$ cat config.mk
export PLATFORM = sky130hd
export DESIGN_NAME = sync_fifo_status
export DESIGN_NICKNAME = d
export VERILOG_FILES = /design/src/rtl/sync_fifo_status.sv
export SDC_FILE = /design/constraint.sdc
export NUM_CORES = 1
export LEC_CHECK = 0
export CAP_MARGIN = 0
export CORE_ASPECT_RATIO = 2
export CORE_MARGIN = 3
export CORE_UTILIZATION = 66
export CTS_CLUSTER_DIAMETER = 80
export DETAILED_ROUTE_END_ITERATION = 16
export DONT_BUFFER_PORTS = 1
export GPL_ROUTABILITY_DRIVEN = 1
export PLACE_DENSITY = 0.82
export SETUP_SLACK_MARGIN = 0.1
export SYNTH_ARGS = -nofsm -noshare
export SYNTH_HDL_FRONTEND = slang
export SYNTH_SLANG_ARGS = --single-unit
$ cat constraint.sdc
create_clock -name clk_i -period 4.2 [get_ports clk_i]
set_input_delay 0.42 -clock clk_i [delete_from_list [all_inputs] [get_ports clk_i]]
set_output_delay 0.42 -clock clk_i [all_outputs]
set_load 0.1 [all_outputs]
$ cat src/rtl/sync_fifo_status.sv
// Synchronous FIFO with occupancy counter, almost flags and sticky errors.
// Single clock; the storage array itself is never reset.
module sync_fifo_status #(
  parameter  int WIDTH    = 8,
  parameter  int DEPTH    = 4,
  parameter  int AF_LEVEL = DEPTH - 1,
  parameter  int AE_LEVEL = 1,
  localparam int CW       = $clog2(DEPTH + 1)
) (
  input  logic             clk_i,
  input  logic             reset_ni,
  input  logic             push_i,
  input  logic [WIDTH-1:0] push_data_i,
  input  logic             pop_i,
  input  logic             flush_i,
  input  logic             clr_err_i,
  output logic [WIDTH-1:0] pop_data_o,
  output logic             pop_valid_o,
  output logic             full_o,
  output logic             empty_o,
  output logic             almost_full_o,
  output logic             almost_empty_o,
  output logic [CW-1:0]    count_o,
  output logic             overflow_o,
  output logic             underflow_o
);

  localparam int PW = (DEPTH > 1) ? $clog2(DEPTH) : 1;

  logic [WIDTH-1:0] mem [DEPTH];
  logic [PW-1:0]    wr_ptr;
  logic [PW-1:0]    rd_ptr;
  logic [CW-1:0]    count;

  logic pop_ok;
  logic push_ok;
  logic do_pop;
  logic do_push;
  logic push_rej;
  logic pop_rej;

  function automatic logic [PW-1:0] inc(
    input logic [PW-1:0] p
  );
    return (p == PW'(DEPTH - 1)) ? '0 : p + 1'b1;
  endfunction

  assign pop_ok   = pop_i & (count != '0);
  assign push_ok  = push_i
                  & ((count != CW'(DEPTH)) | pop_ok);
  assign do_pop   = pop_ok & ~flush_i;
  assign do_push  = push_ok & ~flush_i;
  assign push_rej = push_i & ~push_ok;
  assign pop_rej  = pop_i & ~pop_ok;

  always_ff @(posedge clk_i or negedge reset_ni) begin
    if (!reset_ni) begin
      wr_ptr      <= '0;
      rd_ptr      <= '0;
      count       <= '0;
      pop_valid_o <= 1'b0;
      pop_data_o  <= '0;
    end else if (flush_i) begin
      wr_ptr      <= '0;
      rd_ptr      <= '0;
      count       <= '0;
      pop_valid_o <= 1'b0;
    end else begin
      pop_valid_o <= do_pop;
      if (do_pop) begin
        pop_data_o <= mem[rd_ptr];
        rd_ptr     <= inc(rd_ptr);
      end
      if (do_push) begin
        wr_ptr <= inc(wr_ptr);
      end
      unique case ({do_push, do_pop})
        2'b10:   count <= count + 1'b1;
        2'b01:   count <= count - 1'b1;
        default: count <= count;
      endcase
    end
  end

  // An error in the clearing cycle wins over clr_err_i.
  always_ff @(posedge clk_i or negedge reset_ni) begin
    if (!reset_ni) begin
      overflow_o  <= 1'b0;
      underflow_o <= 1'b0;
    end else if (clr_err_i) begin
      overflow_o  <= push_rej;
      underflow_o <= pop_rej;
    end else begin
      overflow_o  <= overflow_o | push_rej;
      underflow_o <= underflow_o | pop_rej;
    end
  end

  always_ff @(posedge clk_i) begin
    if (do_push) begin
      mem[wr_ptr] <= push_data_i;
    end
  end

  assign count_o        = count;
  assign empty_o        = (count == '0);
  assign full_o         = (count == CW'(DEPTH));
  assign almost_full_o  = (int'(count) >= AF_LEVEL);
  assign almost_empty_o = (int'(count) <= AE_LEVEL);

endmodule

==> flow_summary_export.csv, run 1 <==
group,metric,value,unit
outcome,outcome,"finished, final reports clean",
sta,fin_ws,1.53,ns
setup_path,worstSetupStartpointType,"flip-flop",
sta,period_share,0.636,
synth,syn_area,2190,µm²
layout,utilization,0.726,
clock_network,cts_buffers,5,
global_routing,grt_max_degree,19,
setup_path,required,3.78,ns
layout,nNetsFinal,165,
setup_path,slowest_stage,"dfrtp_1",
layout,antennaDiodeCount,0,
drt,ant_nets,0,
sta,fin_setup_tns,0,ns
drt,viasPerCell,6.57,
drt,wl,3.47,mm
drt,avgRoutedWirePerCell,20.1,µm
setup_path,r2r-start,"count_o[0]$_DFFE_PN0P_",
setup_path,crit_buf_inv,0,
synth,ys_async_sr_fraction,0.360,
die,initial_core_util,0.687,
sta,rsz0062_at_grt,"no",
synth,muxShareOfSynthArea,0.137,
setup_path,worstPathCellList,"and2_1",
sta,max_freq,0.374,GHz
synth,synthTopCellsByCount,"edfxtp_1 (32), dfrtp_1 (18), ha_1 (10), inv_1 (10)",
synth,ys_top_cells_by_area,"edfxtp_1 (44%), dfrtp_1 (21%), mux4_2 (8.2%)",
sta,slew_viol_final,0,
synth,seq_area_frac_synth,0.643,
layout,layout-drive-gt1-share,0.225,
setup_path,crit_start,"count_o[2]$_DFFE_PN0P_",
clock_network,cts.clk_slew.worst_paths,0.08,ns
worst_hold_path,min_path_type,"in2reg",
die,ioPinCount,32,
setup_path,r2r.worst_path.cells,6,
drt,met3_length,268,µm
sta,final_hold_viol_count,0,
die,dieHeight,87.6,µm
synth,synthDominantCellAreaShare,0.438,
synth,synth.ff_latch_count,50,
synth,synth.avg_cell_area,16.1,µm²
setup_path,crit_arrival,2.25,ns
synth,synth_top_family_by_area,"multiplexers",
synth,synth-xor-area-share,0.0103,
synth,yosysWarnings,0,
sta,fin_crit,2.67,ns
sta,setup_viol,0,
drt,vias,1136,
setup_path,crit_cells,1,
sta,worst_pin_slew,1.08,ns
placed_design,place.port_buffers,0,
global_routing,grt_overflow,0,
drt,drcViolationCount,0,
global_routing,grt_pass1_wl,5.58,mm
layout,final_cells,173,
layout,area_delta_synth_final,5.59,%
setup_path,slowest_delay,1.06,ns
die,core_area,3190,µm²
synth,yosysMostFrequentCell,"edfxtp_1",
drt,drt-met1-wl,1.21,mm
synth,synthDistinctLibCells,32,
setup_path,path_max_fanout,9,
synth,synthCells,136,
drt,top_layer_used,"met4",
clock_network,clock-sinks,50,
setup_path,worstSetupPathType,"reg2out",
setup_path,cp-endpoint,"full_o",
run,cap_violations,0,
synth,synth_compound_area_frac,0.0382,
placed_design,hpwl,2.54,mm
global_routing,antenna_found_initial,0,
clock_network,cts_root_buf,"clkbuf_8",
global_routing,grt_pass1_vias,1232,
die,num_rows,29,
die,die_x,46.8,µm
placed_design,post-place-ws,1.83,ns
setup_path,cp-end-kind,"output port",
clock_network,clk_path_buf_depth,2,
clock_network,clock_latency,0.30,ns
drt,dr.pass1.iters,4,
setup_path,rr_endpoint,"mem[1][4]$_DFFE_PP_",
synth,synth-main-ff-cell,"edfxtp_1",
sta,skew,0.00676,ns
drt,wl_met2,1.90,mm
clock_network,ctsHtreeMaxLevel,2,
placed_design,dp_cells,164,
worst_hold_path,whs_path_depth,1,
synth,yosys.area_share.adder,0.0570,
synth,synth_edf_count,32,
placed_design,place_congestion,0.759,
sta,relSlewSlack,0.277,
layout,fillers,199,
setup_path,crit_family,"flip-flops",
synth,synthSimpleGateAreaFrac,0.0781,
synth,synth_area_leader_cell,"edfxtp_1",
drt,drt_iter0_drc,23,
clock_network,tritoncts,"built",
die,die_area,4100,µm²
synth,syn_nets,160,
setup_path,r2r_setup_slack,1.80,ns
global_routing,globalRouteTotalUtil,0.200,
==> final cells by class <==
| type | count | area [µm²] | area share |
|---|---|---|---|
| well taps | 31 | 38.8 | 0.0167 |
| clock inverters | 2 | 12.5 | 0.00540 |
| inverters | 10 | 37.5 | 0.0162 |
| repair buffers | 3 | 25.0 | 0.0108 |
| flip-flops and latches | 50 | 1410 | 0.609 |
| clock buffers | 6 | 82.6 | 0.0356 |
| multi-input cells | 71 | 709 | 0.306 |
==> cell families after synthesis <==
kind of cell | Yosys count
buffers and inverters | 15
multiplexers | 16
XOR/XNOR | 1
adder cells (fa/ha/maj) | 10
AND/OR/NAND/NOR | 30
flip-flops | 50
AO/OA/AOI/OAI | 14
==> registers in the layout, summed over array words and instances, names as in the netlist <==
register and cells:
count_o 3, mem 32, overflow_o 1, pop_data_o 8
pop_valid_o 1, rd_ptr 2, underflow_o 1, wr_ptr 2
==> cells in the final DEF (no fill, tap or decap), drive strengths merged, types with 2 or more instances in the layout <==
cell type	count
clkbuf	6
and3	5
and2	3
nand3	4
or3	2
o21ai	3
edfxtp	32
a21oi	6
inv	10
nand2	8
mux4	8
buf	2
dfrtp	18
nor2	4
mux2	8
ha	10
==> how the worst min path moves through the flow <==
stage                  start                        end  slack, ns
global placement    reset_ni  pop_data_o[7]$_DFFE_PN0P_       0.12
finish               flush_i     count_o[0]$_DFFE_PN0P_       0.17
global route         flush_i      wr_ptr[0]$_DFFE_PN0P_       0.16
detailed placement  reset_ni  pop_data_o[3]$_DFFE_PN0P_       0.12
floorplan           reset_ni     count_o[0]$_DFFE_PN0P_       0.12
CTS                  flush_i      wr_ptr[0]$_DFFE_PN0P_       0.16
==> per-stage QoR <==
stage                     area (µm²)  hold WS [ns]
after floorplan                 2190         0.124
after global placement          2210         0.125
after detailed placement        2210         0.125
after CTS                       2320         0.162
after global routing            2320         0.161
final                           2320         0.170
==> what timing repair did <==
action                                 in CTS  in global routing
endpoints found under the hold margin      18                  0
buffers inserted                            0                  0
hold buffers                                1                  0
gates resized for setup                     0                  0
==> routing by layer <==
| layer | GRT usage | vias up |
|---|---|---|
| met5 | 0 | - |
| met4 | 0.0806 | 0 |
| met3 | 0.0885 | 13 |
| met2 | 0.331 | 47 |
| met1 | 0.214 | 569 |
| li1 | - | 507 |
Power of run 1 is left out: the tool's default activity adds up to more than one toggle a clock period on the data nets, which glitch-free logic cannot reach.
==> inputs of run 2 (changes only) <==
ABC_AREA = 1   (was unset)
CORE_UTILIZATION = 56   (was 66)
PLACE_DENSITY = 0.74   (was 0.82)
clock period = 2.24 ns   (was 4.2 ns; I/O delays follow)
==> run 2 against run 1 <==
  * Clock skew is essentially flat
  * Global-route usage increased by 2.7 points
  * Final cell count up 62%
  * Sequential cell count stayed put
  * Worst hold slack got worse by 0.14 ns
  * Critical endpoint is now almost_full_o
  * Critical path depth increased by 5
  * Sequential share of layout area down 7.1 points
  * Core utilization down 0.96 points
  * Count of clock-buffer cells in the layout down 1
  * Routed wire length increased by 38%
  * Worst setup slack lost 1.3 ns
  * Register-to-register slack worse by 1.5 ns
  * Highest routed layer unchanged
==> flow_summary_export.csv, run 2 <==
group,metric,value,unit
outcome,outcome,"finished, final reports clean",
synth,synth_edf_count,32,
global_routing,grt_pass1_wl,7.43,mm
synth,synth-main-ff-cell,"edfxtp_1",
layout,nNetsFinal,254,
sta,relSlewSlack,0.410,
clock_network,post_cts_buffers,0,
layout,regMostFlops,"mem",
die,die_x,50.1,µm
sta,fin_crit,2.06,ns
layout,utilization,0.716,
synth,syn_area,2170,µm²
synth,synthDistinctLibCells,25,
synth,synthTopCellsByCount,"nand2_1 (41), edfxtp_1 (32), nor2_1 (25)",
worst_hold_path,whs_path_depth,1,
clock_network,cts_buffers,5,
placed_design,hpwl,3.60,mm
die,die_area,4710,µm²
clock_network,cts_root_buf,"clkbuf_8",
global_routing,globalRouteTotalUtil,0.226,
clock_network,ctsHtreeMaxLevel,2,
sta,final_hold_viol_count,0,
setup_path,required,2.02,ns
power,ir_drop,0.000816,V
die,num_rows,31,
synth,synth_top_family_by_area,"simple AND/OR/NAND/NOR gates",
layout,fillers,267,
clock_network,clock-sinks,50,
clock_network,clk_path_buf_depth,2,
sta,max_freq,0.485,GHz
synth,synthCells,194,
synth,synthDominantCellAreaShare,0.442,
global_routing,grt_overflow,0,
layout,largest_reg_flops,32,
setup_path,slowest_delay,0.48,ns
synth,synth-xor-area-share,0.00806,
sta,worst_pin_slew,0.885,ns
drt,dr.pass1.iters,4,
setup_path,crit_buf_inv,2,
synth,synthSimpleGateAreaFrac,0.148,
sta,fin_ws,0.180,ns
power,leakagePower,1.13,nW
sta,rsz0062_at_grt,"no",
setup_path,cpMostUsedCell,"ha_1",
drt,wl,4.81,mm
layout,layout_commonest_cell,"nand2_1",
die,dieHeight,94.1,µm
drt,viasPerCell,5.19,
setup_path,path_max_fanout,4,
clock_network,cts.clk_slew.worst_paths,0.09,ns
sta,period_share,0.920,
layout,area_delta_synth_final,21.3,%
placed_design,post-place-ws,0.368,ns
synth,ys_top_cells_by_area,"edfxtp_1 (44%), dfrtp_1 (21%), nand2_1 (7.1%)",
layout,layout-drive-gt1-share,0.186,
synth,yosysMostFrequentCell,"nand2_1",
sta,setup_viol,0,
setup_path,worstPathCellList,"buf_4, ha_1, ha_1, nor2_1, o21ai_2, buf_12",
global_routing,grt_max_degree,20,
setup_path,crit_arrival,1.84,ns
synth,yosys.area_share.adder,0.0575,
synth,synth.ff_latch_count,50,
die,initial_core_util,0.590,
drt,drt_iter0_drc,46,
drt,vias,1459,
setup_path,crit_family,"flip-flops",
layout,regArea,1420,µm²
setup_path,worstSetupStartpointType,"flip-flop",
drt,avgRoutedWirePerCell,17.1,µm
setup_path,r2r.worst_path.cells,7,
drt,drcViolationCount,0,
synth,yosysWarnings,0,
run,cap_violations,0,
clock_network,clock_latency,0.30,ns
placed_design,place.port_buffers,0,
placed_design,place_congestion,0.875,
global_routing,grt_pass1_vias,1565,
sta,slew_viol_final,0,
setup_path,cp-end-kind,"output port",
global_routing,antenna_found_initial,1,
synth,ys_async_sr_fraction,0.360,
power,p_total,2.60,mW
synth,synth_area_leader_cell,"edfxtp_1",
worst_hold_path,min_path_type,"in2reg",
setup_path,worstSetupPathType,"reg2out",
setup_path,slowest_stage,"dfrtp_4",
clock_network,tritoncts,"built",
synth,synth_compound_area_frac,0.0909,
layout,multi_input_area,668,µm²
synth,muxShareOfSynthArea,0,
drt,ant_nets,0,
synth,syn_nets,218,
die,core_area,3680,µm²
layout,mostFrequentLayoutCells,"nand2_1 (41), edfxtp_1 (32), nor2_1 (24)",
synth,seq_area_frac_synth,0.649,
power,p_per_area,984,nW/µm²
synth,synth.avg_cell_area,11.2,µm²
die,ioPinCount,32,
setup_path,crit_cells,6,
sta,skew,0.00660,ns
[run 2: cell count changes in the layout (fill, tap and decap cells not counted), sizes merged, moves of 5 or more]
cell and delta:
o21ai +19, and3 -5, dlygate4sd3 +10, o22ai +8, buf +20, mux4 -8
nand2 +35, mux2 -8, inv +11, nor2 +21
[run 2: logic make-up after synthesis]
| family | after synthesis |
|---|---|
| AND/OR/NAND/NOR | 73 |
| flip-flops | 50 |
| AO/OA/AOI/OAI | 35 |
| buffers and inverters | 24 |
| adder cells (fa/ha/maj) | 10 |
| XOR/XNOR | 2 |
[run 2: path summary, 6_finish.rpt]
check,start,to,slack (ns)
hold / removal,clr_err_i,overflow_o$_DFF_PN0_,0.03
setup reg to reg,count_o[0]$_DFFE_PN0P_,mem[1][6]$_DFFE_PP_,0.35
hold reg to reg,pop_data_o[5]$_DFFE_PN0P_,pop_data_o[5]$_DFFE_PN0P_,0.48
max in group asynchronous,reset_ni,count_o[0]$_DFFE_PN0P_,1.18
setup / recovery,count_o[0]$_DFFE_PN0P_,almost_full_o,0.18
min in group asynchronous,reset_ni,pop_data_o[7]$_DFFE_PN0P_,0.46
[run 2: final cells by class]
class	count	area share
inverters	20	0.0284
clock buffers	5	0.0261
clock inverters	3	0.0166
flip-flops and latches	50	0.538
well taps	49	0.0232
repair buffers	33	0.114
multi-input cells	120	0.253
diodes	1	0.000948
[run 2: report_power, final]
part | leakage [nW] | internal (mW) | switching (mW)
clock network | 0.0585 | 0.335 | 0.298
logic | 0.554 | 0.171 | 0.686
registers | 0.522 | 1.07 | 0.0359
[run 2: repair_timing]
| item | CTS | global route |
|---|---|---|
| gates resized for setup | 0 | 0 |
| hold buffers | 3 | 8 |
| endpoints found under the hold margin | 20 | 31 |
[run 2: stage by stage]
step / TNS [ns] / instance area, µm² / instances / hold WS (ns)
3_5_place_dp: 0 / 2410 / 261 / -0.0711
4_1_cts: 0 / 2560 / 272 / 0.000178
6_report: 0 / 2640 / 281 / 0.0296
2_1_floorplan: -2.11 / 2190 / 194 / -0.0716
3_3_place_gp: 0 / 2410 / 261 / -0.0711
5_1_grt: 0 / 2640 / 281 / 0.0187
[run 2: layer usage]
metal | vias to the layer above | part of all wire | global-route usage
met3 | 16 | 0.038 | 0.0620
met2 | 48 | 0.59 | 0.442
li1 | 722 | - | -
met4 | 0 | 0.046 | 0.141
met1 | 673 | 0.32 | 0.184
met5 | - | 0 | 0
[run 2: worst reg2reg max path: stages (launching register included)]
cell	delay (ns)
dfrtp_4	0.41
inv_1	0.10
ha_1	0.26
nand2_1	0.15
o21ai_2	0.08
or2_2	0.33
nor2_1	0.11
buf_4	0.18
Note: power is estimated with default switching activity, not from simulation.
==> inputs of run 3 (changes only) <==
CORE_UTILIZATION = 45   (was 56)
PLACE_DENSITY = unset   (was 0.74)
clock period = 2.43 ns   (was 2.24 ns; I/O delays follow)
==> run 3 against run 2 <==
  * Global-route usage is 3.8 points lower
  * First-iteration DRC count is 17% lower
  * Die area increased by 22%
  * Critical path depth down 1
  * Routed wire length is 4.4% lower
  * Worst hold slack better by 0.0014 ns
  * Total power fell by 12%
  * Clock power fell by 11%
  * Clock skew grew 0.0028 ns
  * Count of clock-buffer cells in the layout did not move
  * Sequential power rose by 20%
  * Critical endpoint unchanged
  * Largest cell class unchanged
  * Highest routed layer unchanged
==> flow_summary_export.csv, run 3 (synthesized netlist as in run 2, its figures left out) <==
group,metric,value,unit
setup_path,r2r-start,"count_o[0]$_DFFE_PN0P_",
global_routing,antenna_found_initial,0,
clock_network,cts.clk_slew.worst_paths,0.09,ns
die,dieHeight,104,µm
layout,regArea,1420,µm²
setup_path,worstSetupStartpointType,"flip-flop",
global_routing,grt_overflow,0,
layout,regMostFlops,"mem",
setup_path,crit_arrival,1.88,ns
sta,period_share,0.872,
layout,final_cells,270,
layout,largest_reg_flops,32,
sta,worst_pin_slew,1.10,ns
clock_network,clock_latency,0.30,ns
layout,nNetsFinal,238,
drt,wl,4.59,mm
clock_network,clk_path_buf_depth,2,
clock_network,tritoncts,"built",
worst_hold_path,min_path_type,"in2reg",
power,p_per_area,925,nW/µm²
layout,area_delta_synth_final,13.6,%
placed_design,dp_cells,261,
sta,relSlewSlack,0.265,
run,cap_violations,0,
setup_path,slowest_stage,"dfrtp_4",
drt,drcViolationCount,0,
global_routing,grt_pass1_vias,1560,
layout,multi_input_area,668,µm²
setup_path,worstPathCellList,"buf_4, ha_1, ha_1, nor2_1, o21ai_2",
die,core_area,4640,µm²
drt,avgRoutedWirePerCell,17.0,µm
setup_path,cp-end-kind,"output port",
layout,layout_commonest_cell,"nand2_1",
sta,skew,0.00942,ns
setup_path,slowest_delay,0.48,ns
global_routing,grt_pass1_wl,7.51,mm
setup_path,path_max_fanout,4,
die,ioPinCount,32,
sta,fin_crit,2.12,ns
power,leakagePower,1.06,nW
layout,antennaDiodeCount,0,
global_routing,grt_util_met2,0.334,
setup_path,r2r_setup_slack,0.35,ns
global_routing,grt_max_degree,19,
power,p_total,2.29,mW
setup_path,required,2.19,ns
power,p_sw,0.906,mW
worst_hold_path,whs_path_depth,0,
die,initial_core_util,0.468,
die,die_x,55.2,µm
setup_path,worstSetupPathType,"reg2out",
sta,holdWs,0.0310,ns
power,power_frac_comb,0.172,
sta,final_hold_viol_count,0,
power,clock_power_share,0.246,
drt,viasPerCell,5.30,
clock_network,cts_buffers,5,
drt,dr.pass1.iters,4,
power,intPower,1.38,mW
power,pwr-share-seq,0.582,
drt,drt_iter0_drc,38,
drt,ant_nets,0,
drt,vias,1431,
layout,mostFrequentLayoutCells,"nand2_1 (41), edfxtp_1 (32), nor2_1 (24)",
worst_hold_path,worstHoldStart,"push_data_i[5]",
layout,layout-drive-gt1-share,0.172,
global_routing,top_usage_layer,"met2",
setup_path,rr_endpoint,"mem[0][3]$_DFFE_PP_",
outcome,outcome,"finished, final reports clean",
die,die_area,5750,µm²
sta,max_freq,0.472,GHz
setup_path,cpMostUsedCell,"ha_1",
layout,fillers,444,
sta,rsz0062_at_grt,"no",
sta,slew_viol_final,0,
power,switching_share,0.396,
placed_design,place.port_buffers,0,
die,num_rows,35,
sta,setup_viol,0,
clock_network,ctsHtreeMaxLevel,2,
sta,fin_setup_tns,0,ns
setup_path,r2r.worst_path.cells,7,
clock_network,clock-sinks,50,
placed_design,hpwl,3.54,mm
global_routing,globalRouteTotalUtil,0.189,
placed_design,place_congestion,0.767,
clock_network,cts_root_buf,"clkbuf_8",
clock_network,cts_resized,0,
power,ir_drop,0.000555,V
worst_hold_path,min_to,"mem[0][5]$_DFFE_PP_",
global_routing,met3_usage,0.0502,
global_routing,grtUsageMet1,0.185,
[run 3: changes by cell type in the layout (fill, tap and decap cells not counted), sizes merged]
cell	change
dlygate4sd3	-10
buf	-6
clkinv	+1
diode	-1
inv	-1
[run 3: worst max path at each step]
stage | to | slack, ns | cells after the start | start
final | almost_full_o | 0.31 | 5 | count_o[0]$_DFFE_PN0P_
after global routing | almost_full_o | 0.23 | 5 | count_o[0]$_DFFE_PN0P_
after CTS | almost_full_o | 0.28 | 5 | count_o[0]$_DFFE_PN0P_
after detailed placement | mem[0][3]$_DFFE_PP_ | 0.37 | 7 | count_o[0]$_DFFE_PN0P_
after global placement | mem[0][3]$_DFFE_PP_ | 0.42 | 7 | count_o[0]$_DFFE_PN0P_
after floorplan | mem[0][0]$_DFFE_PP_ | 0.12 | 6 | count_o[0]$_DFFE_PN0P_
[run 3: worst max-delay path, delay by kind of cell (launching register included)]
kind                       cells  cell delay [ns]
AOI/OAI and AO/OA              1             0.33
adders and majority gates      2             0.43
buffers and inverters          1             0.24
DFF                            1             0.48
and+or+nand+nor                1             0.10
[run 3: routing by layer]
layer | share of wire | wire length (µm)
met2 | 0.59 | 2700
met4 | 0.026 | 121
met1 | 0.33 | 1500
met3 | 0.057 | 264
met5 | 0 | 0
[run 3: final cells by class]
| class | instances | area share |
|---|---|---|
| clock inverters | 3 | 0.0162 |
| well taps | 55 | 0.0279 |
| flip-flops and latches | 50 | 0.574 |
| repair buffers | 17 | 0.0527 |
| clock buffers | 5 | 0.0279 |
| inverters | 20 | 0.0304 |
| multi-input cells | 120 | 0.271 |
[run 3: power groups by stage]
stage / registers [mW] / logic [mW] / clock network, mW
global placement: 1.35 / 0.381 / 0
floorplan: 1.47 / 0.172 / 0
CTS: 1.33 / 0.399 / 0.578
finish: 1.33 / 0.394 / 0.561
global route: 1.34 / 0.431 / 0.605
detailed placement: 1.35 / 0.391 / 0
[run 3: per-stage QoR]
stage	util	instance area [µm²]	setup WS [ns]
after floorplan	-	2190	0.124
after global placement	0.506	2350	0.419
after detailed placement	0.506	2350	0.372
after CTS	0.532	2470	0.284
after global routing	0.532	2470	0.227
final	0.532	2470	0.312
[run 3: timing repair]
item / 4_1_cts / 5_1_grt
hold endpoints to repair: 18 / 0
buffers inserted: 0 / 0
hold buffers: 1 / 0
